===== src/rtl/enigma_pkg.sv =====
// Shared types, rotor tables and mod-26 helpers for the Enigma datapath.
// Rotor index 0/1/2 selects rotor I/II/III in every table.
package enigma_pkg;

  typedef logic [4:0] letter_t;

  typedef enum logic [3:0] {
    S_IDLE, S_STEP, S_F_R, S_F_M, S_F_L, S_REFL, S_B_L, S_B_M, S_B_R, S_OUT
  } state_t;

  localparam letter_t WIRING [3][26] = '{
    '{5'd4, 5'd10, 5'd12, 5'd5, 5'd11, 5'd6, 5'd3, 5'd16, 5'd21, 5'd25, 5'd13, 5'd19, 5'd14,
      5'd22, 5'd24, 5'd7, 5'd23, 5'd20, 5'd18, 5'd15, 5'd0, 5'd8, 5'd1, 5'd17, 5'd2, 5'd9},
    '{5'd0, 5'd9, 5'd3, 5'd10, 5'd18, 5'd8, 5'd17, 5'd20, 5'd23, 5'd1, 5'd11, 5'd7, 5'd22,
      5'd19, 5'd12, 5'd2, 5'd16, 5'd6, 5'd25, 5'd13, 5'd15, 5'd24, 5'd5, 5'd21, 5'd14, 5'd4},
    '{5'd1, 5'd3, 5'd5, 5'd7, 5'd9, 5'd11, 5'd2, 5'd15, 5'd17, 5'd19, 5'd23, 5'd21, 5'd25,
      5'd13, 5'd24, 5'd4, 5'd8, 5'd22, 5'd6, 5'd0, 5'd10, 5'd12, 5'd20, 5'd18, 5'd16, 5'd14}
  };

  localparam letter_t INV_WIRING [3][26] = '{
    '{5'd20, 5'd22, 5'd24, 5'd6, 5'd0, 5'd3, 5'd5, 5'd15, 5'd21, 5'd25, 5'd1, 5'd4, 5'd2,
      5'd10, 5'd12, 5'd19, 5'd7, 5'd23, 5'd18, 5'd11, 5'd17, 5'd8, 5'd13, 5'd16, 5'd14, 5'd9},
    '{5'd0, 5'd9, 5'd15, 5'd2, 5'd25, 5'd22, 5'd17, 5'd11, 5'd5, 5'd1, 5'd3, 5'd10, 5'd14,
      5'd19, 5'd24, 5'd20, 5'd16, 5'd6, 5'd4, 5'd13, 5'd7, 5'd23, 5'd12, 5'd8, 5'd21, 5'd18},
    '{5'd19, 5'd0, 5'd6, 5'd1, 5'd15, 5'd2, 5'd18, 5'd3, 5'd16, 5'd4, 5'd20, 5'd5, 5'd21,
      5'd13, 5'd25, 5'd7, 5'd24, 5'd8, 5'd23, 5'd9, 5'd22, 5'd11, 5'd17, 5'd10, 5'd14, 5'd12}
  };

  // Turnover positions: Q, E, V.
  localparam letter_t NOTCH [3] = '{5'd16, 5'd4, 5'd21};

  // a in 0..25, b in 0..26: one conditional subtract is enough.
  function automatic letter_t add26(letter_t a, letter_t b);
    logic [5:0] s;
    s = {1'b0, a} + {1'b0, b};
    if (s >= 6'd26) s = s - 6'd26;
    return s[4:0];
  endfunction

  function automatic letter_t neg26(letter_t b);
    return (b == 5'd0) ? 5'd0 : 5'd26 - b;
  endfunction

endpackage


===== src/rtl/rotor_map.sv =====
// Combinational single-rotor substitution, forward (dir=0) or inverse (dir=1),
// compensated for rotor position and ring setting.
module rotor_map
  import enigma_pkg::*;
(
  input  logic [4:0] ch,
  input  logic [4:0] pos,
  input  logic [4:0] ring,
  input  logic [1:0] rtype,
  input  logic       dir,
  output logic [4:0] mapped
);

  logic [4:0] contact;
  logic [4:0] wired;

  always_comb begin
    contact = add26(add26(ch, pos), neg26(ring));
    wired   = dir ? INV_WIRING[rtype][contact] : WIRING[rtype][contact];
    mapped  = add26(add26(wired, neg26(pos)), ring);
  end

endmodule


===== src/rtl/rotor_stack.sv =====
// Three-rotor Enigma scrambler: double-step stepping, then one rotor per cycle
// out to an external reflector and back, through a single shared rotor_map.
module rotor_stack
  import enigma_pkg::*;
#(
  parameter int ROTOR_L = 0,
  parameter int ROTOR_M = 1,
  parameter int ROTOR_R = 2
) (
  input  logic       clk,
  input  logic       rst_n,
  input  logic       cfg_load,
  input  logic [4:0] cfg_pos_l,
  input  logic [4:0] cfg_pos_m,
  input  logic [4:0] cfg_pos_r,
  input  logic [4:0] cfg_ring_l,
  input  logic [4:0] cfg_ring_m,
  input  logic [4:0] cfg_ring_r,
  input  logic       in_valid,
  output logic       in_ready,
  input  logic [4:0] in_char,
  output logic       out_valid,
  input  logic       out_ready,
  output logic [4:0] out_char,
  output logic       out_bypass,
  output logic [4:0] refl_char_o,
  input  logic [4:0] refl_char_i,
  output logic [4:0] pos_l,
  output logic [4:0] pos_m,
  output logic [4:0] pos_r
);

  localparam logic [1:0] TYPE_L = 2'(ROTOR_L);
  localparam logic [1:0] TYPE_M = 2'(ROTOR_M);
  localparam logic [1:0] TYPE_R = 2'(ROTOR_R);

  state_t     state, state_nxt;
  logic [4:0] ring_l, ring_m, ring_r;
  logic [4:0] work;
  logic [4:0] map_pos, map_ring, map_out;
  logic [1:0] map_type;
  logic       map_dir;
  logic       accept, bypass_in, r_notch, m_notch;

  // Valid/ready: a transfer happens on a rising edge where both are high.
  // in_ready only in IDLE without cfg_load; out_valid holds in OUT, and
  // out_char/out_bypass stay stable, until out_ready completes the transfer.
  assign accept      = in_valid && in_ready;
  assign bypass_in   = (in_char >= 5'd26);
  assign r_notch     = (pos_r == NOTCH[ROTOR_R]);
  assign m_notch     = (pos_m == NOTCH[ROTOR_M]);
  assign refl_char_o = work;

  always_ff @(posedge clk) begin
    if (!rst_n) state <= S_IDLE;
    else        state <= state_nxt;
  end

  always_comb begin
    state_nxt = state;
    case (state)
      S_IDLE: if (accept) state_nxt = bypass_in ? S_OUT : S_STEP;
      S_STEP: state_nxt = S_F_R;
      S_F_R:  state_nxt = S_F_M;
      S_F_M:  state_nxt = S_F_L;
      S_F_L:  state_nxt = S_REFL;
      S_REFL: state_nxt = S_B_L;
      S_B_L:  state_nxt = S_B_M;
      S_B_M:  state_nxt = S_B_R;
      S_B_R:  state_nxt = S_OUT;
      S_OUT:  if (out_ready) state_nxt = S_IDLE;
      default: state_nxt = S_IDLE;
    endcase
  end

  always_comb begin
    in_ready  = (state == S_IDLE) && !cfg_load;
    out_valid = (state == S_OUT);
    map_dir   = (state == S_B_L) || (state == S_B_M) || (state == S_B_R);
    map_pos   = pos_l;
    map_ring  = ring_l;
    map_type  = TYPE_L;
    case (state)
      S_F_R, S_B_R: begin
        map_pos  = pos_r;
        map_ring = ring_r;
        map_type = TYPE_R;
      end
      S_F_M, S_B_M: begin
        map_pos  = pos_m;
        map_ring = ring_m;
        map_type = TYPE_M;
      end
      default: ;
    endcase
  end

  rotor_map u_map (
    .ch     (work),
    .pos    (map_pos),
    .ring   (map_ring),
    .rtype  (map_type),
    .dir    (map_dir),
    .mapped (map_out)
  );

  always_ff @(posedge clk) begin
    if (!rst_n) begin
      pos_l      <= 5'd0;
      pos_m      <= 5'd0;
      pos_r      <= 5'd0;
      ring_l     <= 5'd0;
      ring_m     <= 5'd0;
      ring_r     <= 5'd0;
      work       <= 5'd0;
      out_char   <= 5'd0;
      out_bypass <= 1'b0;
    end else begin
      case (state)
        S_IDLE: begin
          if (cfg_load) begin
            pos_l  <= cfg_pos_l;
            pos_m  <= cfg_pos_m;
            pos_r  <= cfg_pos_r;
            ring_l <= cfg_ring_l;
            ring_m <= cfg_ring_m;
            ring_r <= cfg_ring_r;
          end else if (accept) begin
            work <= in_char;
            if (bypass_in) begin
              out_char   <= in_char;
              out_bypass <= 1'b1;
            end
          end
        end
        // All three rotors step together from their pre-step positions.
        S_STEP: begin
          pos_r <= add26(pos_r, 5'd1);
          if (r_notch || m_notch) pos_m <= add26(pos_m, 5'd1);
          if (m_notch) pos_l <= add26(pos_l, 5'd1);
        end
        S_F_R, S_F_M, S_F_L, S_B_L, S_B_M: work <= map_out;
        S_REFL: work <= refl_char_i;
        S_B_R: begin
          work       <= map_out;
          out_char   <= map_out;
          out_bypass <= 1'b0;
        end
        default: ;
      endcase
    end
  end

endmodule


===== config.mk =====
export PLATFORM = sky130hd
export DESIGN_NAME = rotor_stack
export DESIGN_NICKNAME = d
export VERILOG_FILES = /design/src/rtl/enigma_pkg.sv /design/src/rtl/rotor_map.sv /design/src/rtl/rotor_stack.sv
export SDC_FILE = /design/constraint.sdc
export NUM_CORES = 1
export LEC_CHECK = 0
export ABC_AREA = 1
export BUFFER_PORTS_ARGS = -buffer_cell sky130_fd_sc_hd__clkbuf_2
export CORE_MARGIN = 2
export CORE_UTILIZATION = 35
export CTS_CLUSTER_SIZE = 30
export DETAILED_ROUTE_END_ITERATION = 16
export PLACE_DENSITY = 0.55
export SYNTH_ARGS = -nofsm -noshare
export SYNTH_HDL_FRONTEND = slang
export SYNTH_SLANG_ARGS = --single-unit

===== constraint.sdc =====
create_clock -name clk -period 10.5 [get_ports clk]
set_input_delay 2.625 -clock clk [delete_from_list [all_inputs] [get_ports clk]]
set_output_delay 2.625 -clock clk [all_outputs]
set_load 0.1 [all_outputs]

After elaboration in Yosys (flattened, before gate mapping)
Index checks and enable logic that the tools add are counted.

storage, ports and cells
  bits in registers = 45
  output and inout port bits = 28
  logic and storage cells = 126

operators by class
  add/subtract/negate cells = 16
  order comparisons = 10
  equality and inequality tests = 18
  muxes and demuxes = 48
  bitwise gates (word level) = 2
  reduce and logical (&&, ||, !) cells = 22

operators by type and width
  kind                 count
  $bmux 130 s2         2
  $mux 130             4
  $mux 5               24
  $pmux 5 s2           6
  $bmux 5 s5           2
  $ge 6x5->1 const B   7
  $pmux 4 s10          1
  $sub 5x5->5 const B  7
  $add 5x5->6          4
  $add 5x1->6 const B  3
  $eq 4x3->1 const B   4
  $pmux 5 s3           1
  $mux 4               3
  $ne 2x2->1 const B   6
  $logic_not 5->1      2
  $sub 5x5->5 const A  2
  $reduce_and 3->1     3
  $eq 4x2->1 const B   2
  $eq 4x4->1 const B   2
  $ge 6x6->1 const B   1
  $not 5->6            1
  $reduce_and 2->1     3
  $reduce_or 6->1      1
  $eq 5x3->1 const B   1
  17 further kinds     24

Logic depth before layout (Yosys ltp)
Gate-level depths: netlist of the first run.

  word-level depth = 21
  gate-level depth with buffers = 68

Cells and area by module
Synthesis of the first run repeated with hierarchy kept, for this count alone.

second synthesis, totals
  cell total of the unflattened synthesis = 1008
  area, all modules = 5899.4 um^2

by module, submodules not included
  module       instances  cells an instance  area each (um^2)  seq. area each (um^2)
  rotor_map    1          556                2957.8            0.0
  rotor_stack  1          452                2941.6            900.9

Worst setup path after synthesis of the first run
No wires, ideal clock.

  kind = register to register
  from = reg state[1]
  to = reg out_char[3]
  arrival = 8.287 ns
  data required time = 10.368 ns
  setup slack = 2.080 ns
  stages on the path, launching flop included = 57
  cells stage by stage = dfxtp_1 > nor2_1 > nand2_1 > nor2_4 > inv_4 > nand2_2 > inv_1 > ha_1 > inv_1 > clkbuf_1 > clkbuf_1 > a31oi_1 > inv_1 > ha_1 > inv_1 > fa_1 > o21ai_0 > xnor2_1 > [21 not listed] > ha_1 > inv_1 > fa_1 > xor2_1 > inv_1 > nor4_1 > a21oi_1 > nand2_1 > xnor2_1 > fa_1 > xor2_1 > inv_1 > ha_1 > or2_2 > nand3_1 > o21ai_0 > o21bai_1 > a21oi_1

between the ends
  word-level cells in the longest chain between the ends = 21
  elaborated cells between the ends (all ways) = 58

ends and longest elaborated chain
  element                                    RTL line                              RTL
  from (decl)                                rotor_stack.sv:37                     state_t state, state_nxt;
  from (signal assigned)                     rotor_stack.sv:56                     else state <= state_nxt;
  $eq 4x3->1 (tied with other cells)         rotor_stack.sv:79, rotor_stack.sv:83
  $reduce_or 2->1                            rotor_stack.sv:83                     case (state)
  $pmux 5 s2                                 rotor_stack.sv:83
  $add 5x5->6                                enigma_pkg.sv:35                      s = {1'b0, a} + {1'b0, b};
  $sub 5x5->5 or $ge 6x5->1 (tied branches)  enigma_pkg.sv:36                      if (s >= 6'd26) s = s - 6'd26;
  $mux 5                                     enigma_pkg.sv:36
  $add 5x5->6                                enigma_pkg.sv:35
  $sub 5x5->5 or $ge 6x5->1 (tied branches)  enigma_pkg.sv:36
  [5 not listed]                             -
  $mux 5                                     rotor_map.sv:19                       wired = dir ? INV_WIRING[rtype][contact] : WIRING[rtype][contact];
  $add 5x5->6                                enigma_pkg.sv:35
  $sub 5x5->5 or $ge 6x5->1 (tied branches)  enigma_pkg.sv:36
  $mux 5                                     enigma_pkg.sv:36
  $add 5x5->6                                enigma_pkg.sv:35
  $sub 5x5->5 or $ge 6x5->1 (tied branches)  enigma_pkg.sv:36
  $mux 5                                     enigma_pkg.sv:36
  $pmux 5 s2                                 rotor_stack.sv:119                    case (state)
  to (signal assigned)                       rotor_stack.sv:131                    out_char <= in_char;
  to (signal assigned)                       rotor_stack.sv:146                    out_char <= map_out;
  to (decl)                                  rotor_stack.sv:24                     output logic [4:0] out_char,

Parallel ways exist; a longest one is shown, timed or not. The select of a mux whose other input is x is not followed.
A chain may end at the register's enable or synchronous reset.

Final worst setup path of the first run
Same ends and word-level chain as after synthesis.

==> impl_metrics.tcl, run 1 <==
set metrics [dict create \
    core_um2 15770 \
    drc_errors 0 \
    rsz0062_at_grt "no" \
    criticalPathCategory "reg -> reg" \
    synth_top_area_cell "dfxtp_1" \
    seq_area_frac_synth_pct 16.10 \
    r2r-start "state[1]$_SDFFE_PN0P_" \
    rrSetupSlack_ns 1.10 \
    seq_area_um2 900.9 \
    dp_cells 1204 \
    drive_gt1_share_pct 12.85 \
    grt_overflow 0 \
    worstHoldStart "ring_l[3]$_SDFFE_PN0P_" \
    cp_data_required_time_ns 10.66 \
    synthTopCellsByArea "dfxtp_1, nand2_1, nand3_1" \
    cts-root-buf "clkbuf_16" \
    period_share_pct 89.50 \
    ys_seq_elements 45 \
    relSlewSlack_pct 45.67 \
    via_per_inst 5.234 \
    final_max_slew_viol_count 0 \
    die_area_um2 17020 \
    setup_tns_ns 0 \
    finalHoldViolations 0 \
    ioPinCount 73 \
    drt-total-wl_um 18140 \
    slowest_delay_ns 0.47 \
    avgSynthCellArea_um2 5.935 \
    track_usage_pct 21.29 \
    path_common_cell "nand2_1" \
    cp-start-kind "flip-flop" \
    synth_nets 1038 \
    final_nets 1098 \
    tritoncts "yes" \
    crit_path_top_delay_cell "fa_1" \
    place_congestion 0.9627 \
    min_path_cells 2 \
    syn2layout_area_growth_pct 14.76 \
    status "completed" \
    grt_pass1_vias 5996 \
    path_clk_slew_ns 0.06 \
    cts_inserted_buffers 5 \
    synthCells 943 \
    fin_crit_ns 9.397 \
    fp.dieH_um 130.5 \
    grt_max_degree 41 \
    crit_start "state[1]$_SDFFE_PN0P_" \
    synth.distinct_cells 47 \
    first_iter_violations 591 \
    clk_latency_ns 0.29 \
    rows 46 \
    max_slew.worst_pin.slew_ns 0.8096 \
    arrival_ns 9.55 \
    max_cap_violations 0 \
    fin_cells 1220 \
    num_antenna_cells 0 \
    final_antenna_net_count 0 \
    wl_per_cell_um 14.87 \
    skew_ns 0.006135 \
    synth_area_um2 5597 \
    fillers 1769 \
    io_buffers 72 \
    crit_fanout 18 \
    synth_warnings 0 \
    grt_pass1_wl_um 29290 \
    antenna_found_initial 0 \
    max_freq_mhz 106.4 \
    netlist.area_leader.share_pct 16.10 \
    dr.pass1.iters 7 \
    setup_viol 0 \
    reg2reg_depth 57 \
    cts_sinks 45 \
    cts_max_level 2 \
    dr_total_vias 6386 \
    hold_path.class "reg -> reg" \
    die_w_um 130.5 \
    multiInputGateArea_um2 4118 \
    cts.path.max_buffers 2 \
    endpoint "out_char[3]$_SDFFE_PN0P_" \
    regToRegEndpoint "out_char[3]$_SDFFE_PN0P_" \
    crit_path_end_kind "flip-flop" \
    initial_utilization_pct 35.49 \
    dp_hpwl_um 13810 \
]
Yosys cell counts (all sizes together):
library cell,n
buf,19
nor3,4
a211oi,2
nor2,93
o211a,1
o211ai,9
a31oi,20
o22ai,9
o311ai,1
or2,4
mux2i,1
inv,132
o21ai,64
a22oi,1
nand3,120
a311oi,1
o21a,2
nor3b,1
xnor2,10
nor4,1
ha,46
clkbuf,14
o21bai,3
nand2,238
xor2,16
nand3b,1
a21oi,70
a221oi,7
nand4,4
fa,4
dfxtp,45
layout by cell type (no fill, tap or decap), types with 3 or more instances in the layout:
cell type / count
o21bai_1: 3
nand2_4: 4
dfxtp_1: 45
xor2_1: 14
buf_4: 11
a21oi_1: 69
fa_1: 4
inv_2: 3
a221oi_1: 7
o21ai_1: 7
o211ai_1: 9
xnor2_1: 9
nor3_1: 3
nand4_1: 4
o22ai_1: 9
inv_1: 127
ha_1: 46
nand2_2: 6
clkbuf_2: 72
a31oi_1: 19
nand2_8: 4
o21ai_0: 56
clkbuf_16: 5
nor2_1: 90
nand3_1: 117
or2_2: 4
nand2_1: 225
state kept, by name (all words and copies together) (netlist names):
signal       count
ring_l           5
pos_r            5
ring_m           5
refl_char_o      5
out_char         5
pos_m            5
pos_l            5
state            4
ring_r           5
out_bypass       1
cell families (layout without fill, tap and decap cells):
group | count (synthesis) | in the layout | share of synthesized area, %
multiplexers | 1 | 1 | 0.1789
adder cells (fa/ha/maj) | 50 | 50 | 11.71
AO/OA/AOI/OAI | 190 | 190 | 19.36
flip-flops | 45 | 45 | 16.10
buffers and inverters | 165 | 225 | 12.50
XOR/XNOR | 26 | 26 | 4.203
AND/OR/NAND/NOR | 466 | 467 | 35.95
what timing repair did:
item                                    CTS  global route
buffers inserted                          0             6
gates resized for setup                   0            22
hold buffers                              0             0
endpoints found under the setup margin    0             8
metal layers:
layer  vias to the layer above  global-route usage (%)  part of all wire (%)
met5                         -                       0                     0
met1                      2868                   28.54                    47
li1                       3235                       -                     -
met4                         0                   6.821                   2.4
met3                        45                   3.094                   5.9
met2                       238                   35.39                    45
how the worst min path moves through the flow:
| stage | endpoint | slack [ns] |
|---|---|---|
| 3_3_place_gp | ring_l[3]$_SDFFE_PN0P_ | 0.46 |
| 5_1_grt | ring_m[3]$_SDFFE_PN0P_ | 0.49 |
| 2_1_floorplan | ring_l[0]$_SDFFE_PN0P_ | 0.43 |
| 4_1_cts | ring_m[3]$_SDFFE_PN0P_ | 0.47 |
| 6_report | ring_l[3]$_SDFFE_PN0P_ | 0.47 |
| 3_5_place_dp | ring_m[3]$_SDFFE_PN0P_ | 0.46 |
per-stage QoR:
stage / worst slack, ns / hold WS [ns] / util (%) / area [um^2]
detailed placement: 0.3652 / 0.4583 / 38.50 / 6071
global placement: 0.5120 / 0.4623 / 38.50 / 6071
finish: 1.103 / 0.4725 / 40.73 / 6422
floorplan: 2.080 / 0.4297 / - / 5597
CTS: 0.3153 / 0.4705 / 39.59 / 6243
global route: 0.04348 / 0.4864 / 40.73 / 6422
final cells by class:
cell class	instances	share of cell area (%)
inverters	132	7.812
multi-input cells	734	64.11
repair inverters	1	0.07793
repair buffers	84	7.072
flip-flops and latches	45	14.03
well taps	216	4.208
clock inverters	1	0.4676
clock buffers	7	2.221
worst max-delay path, delay by kind of cell, from the launching register on:
family          cells  cell delay, ns
compound gates      8            1.27
simple gates       27            3.39
fa+ha+maj           7            2.15
buf+inv            11            1.41
flops               1            0.34
xor+xnor            4            0.68
Power of run 1 is left out: the tool's default activity adds up to more than one toggle a clock period on the data nets, which glitch-free logic cannot reach.
==> run 2, diff against run 1 <==
--- a/config.mk
+++ b/config.mk
@@ -8,10 +8,10 @@
 export ABC_AREA = 1
 export BUFFER_PORTS_ARGS = -buffer_cell sky130_fd_sc_hd__clkbuf_2
 export CORE_MARGIN = 2
-export CORE_UTILIZATION = 35
+export CORE_UTILIZATION = 45
 export CTS_CLUSTER_SIZE = 30
 export DETAILED_ROUTE_END_ITERATION = 16
-export PLACE_DENSITY = 0.55
+export PLACE_DENSITY = 0.67
 export SYNTH_ARGS = -nofsm -noshare
 export SYNTH_HDL_FRONTEND = slang
 export SYNTH_SLANG_ARGS = --single-unit
==> constraint.sdc (replaced) <==
create_clock -name clk -period 10.5 [get_ports clk]
set_input_delay 1.575 -clock clk [delete_from_list [all_inputs] [get_ports clk]]
set_output_delay 1.575 -clock clk [all_outputs]
set_load 0.1 [all_outputs]
==> impl_metrics.tcl, run 2 (same netlist as run 1, synthesis figures left out) <==
set metrics [dict create \
    max_freq_mhz 105.2 \
    crit_fanout 29 \
    drc_errors 0 \
    fin_util_pct 52.09 \
    crit_path_end_kind "flip-flop" \
    criticalPathCategory "reg -> reg" \
    dr.pass1.iters 5 \
    fillers 1307 \
    crit_path_top_delay_cell "fa_1" \
    die_w_um 115.5 \
    io_buffers 72 \
    path_common_cell "nand2_1" \
    num_antenna_cells 0 \
    cp_data_required_time_ns 10.65 \
    place_congestion 0.9595 \
    relSlewSlack_pct 50.96 \
    multiInputGateArea_um2 4081 \
    tritoncts "yes" \
    grt_max_degree 41 \
    status "completed" \
    slowest_delay_ns 0.74 \
    grtUsageMet1_pct 34.12 \
    dr_total_vias 6355 \
    seq_area_um2 900.9 \
    path_clk_slew_ns 0.07 \
    setup_tns_ns 0 \
    top_usage_layer "met2" \
    cts_sinks 45 \
    max_cap_violations 0 \
    cp-start-kind "flip-flop" \
    fp.dieH_um 115.5 \
    grt_pass1_vias 5907 \
    grt_pass1_wl_um 27830 \
    final_area_um2 6282 \
    setup_viol 0 \
    track_usage_pct 25.52 \
    cts_inserted_buffers 5 \
    rows 40 \
    drt-total-wl_um 16950 \
    cts_max_level 2 \
    max_slew.worst_pin.slew_ns 0.7348 \
    period_share_pct 90.52 \
    final_common_cell "nand2_1" \
    final_max_slew_viol_count 0 \
    die_area_um2 13340 \
    placed_area_um2 5996 \
    fin_crit_ns 9.505 \
    arrival_ns 9.66 \
    first_iter_violations 599 \
    cts.path.max_buffers 2 \
    global_route.usage.met2_pct 43.47 \
    wl_per_cell_um 14.54 \
    syn2layout_area_growth_pct 12.25 \
    via_per_inst 5.450 \
    drive_gt1_share_pct 12.02 \
    clk_latency_ns 0.29 \
    final_antenna_net_count 0 \
    ioPinCount 73 \
    met3_usage_pct 2.877 \
    crit_family "simple AND/OR/NAND/NOR gates" \
    grt_overflow 0 \
    rsz0062_at_grt "no" \
    hold_buffers 0 \
    initial_utilization_pct 46.40 \
    final_cell_mix "nand2_1, inv_1, nand3_1, nor2_1, clkbuf_2" \
    dp_hpwl_um 12860 \
    antenna_found_initial 0 \
    critPathBufInv 8 \
    final_nets 1092 \
    core_um2 12060 \
    hold_path.class "reg -> reg" \
    cts-root-buf "clkbuf_16" \
    finalHoldViolations 0 \
    skew_ns 0.008111 \
]
-- run 2: final timing paths --
| path | start | to | slack [ns] | cells past startpoint |
|---|---|---|---|---|
| min | ring_l[2]$_SDFFE_PN0P_ | ring_l[2]$_SDFFE_PN0P_ | 0.46 | 2 |
| max reg2reg | state[1]$_SDFFE_PN0P_ | out_char[3]$_SDFFE_PN0P_ | 1.0 | 53 |
| min reg2reg | ring_l[2]$_SDFFE_PN0P_ | ring_l[2]$_SDFFE_PN0P_ | 0.46 | 2 |
| max | state[1]$_SDFFE_PN0P_ | out_char[3]$_SDFFE_PN0P_ | 1.0 | 53 |
-- run 2: layout make-up --
type	instances	area share, %
Clock buffer	6	2.051
Clock inverter	2	0.6174
Inverter	132	7.986
Multi-Input combinational cell	734	64.97
Sequential cell	45	14.34
Tap cell	168	3.346
Timing Repair Buffer	78	6.572
Timing Repair inverter	1	0.1195
-- run 2: worst min-delay path: stages, from the launching register on --
cell,delay (ns)
dfxtp_1,0.30
inv_1,0.06
a21oi_1,0.05
-- run 2: routing by layer --
| metal | vias to the layer above | part of all wire [%] | wire, um |
|---|---|---|---|
| met2 | 237 | 46 | 7779 |
| met4 | 0 | 2.9 | 484 |
| met5 | - | 0 | 0 |
| met3 | 47 | 6.6 | 1124 |
| li1 | 3223 | - | - |
| met1 | 2848 | 45 | 7563 |
-- run 2: through the flow --
step	worst slack, ns	hold slack (ns)	cells
2_1_floorplan	2.080	0.4297	943
3_3_place_gp	0.8637	0.4428	1154
3_5_place_dp	0.5906	0.4469	1154
4_1_cts	0.5682	0.4565	1162
5_1_grt	0.005111	0.4747	1166
6_report	0.9951	0.4561	1166
-- run 2: timing repair --
item,4_1_cts,5_1_grt
resized for setup,0,17
setup endpoints to repair,0,8
buffers inserted,0,2
Power of run 2 is left out for the same reason.
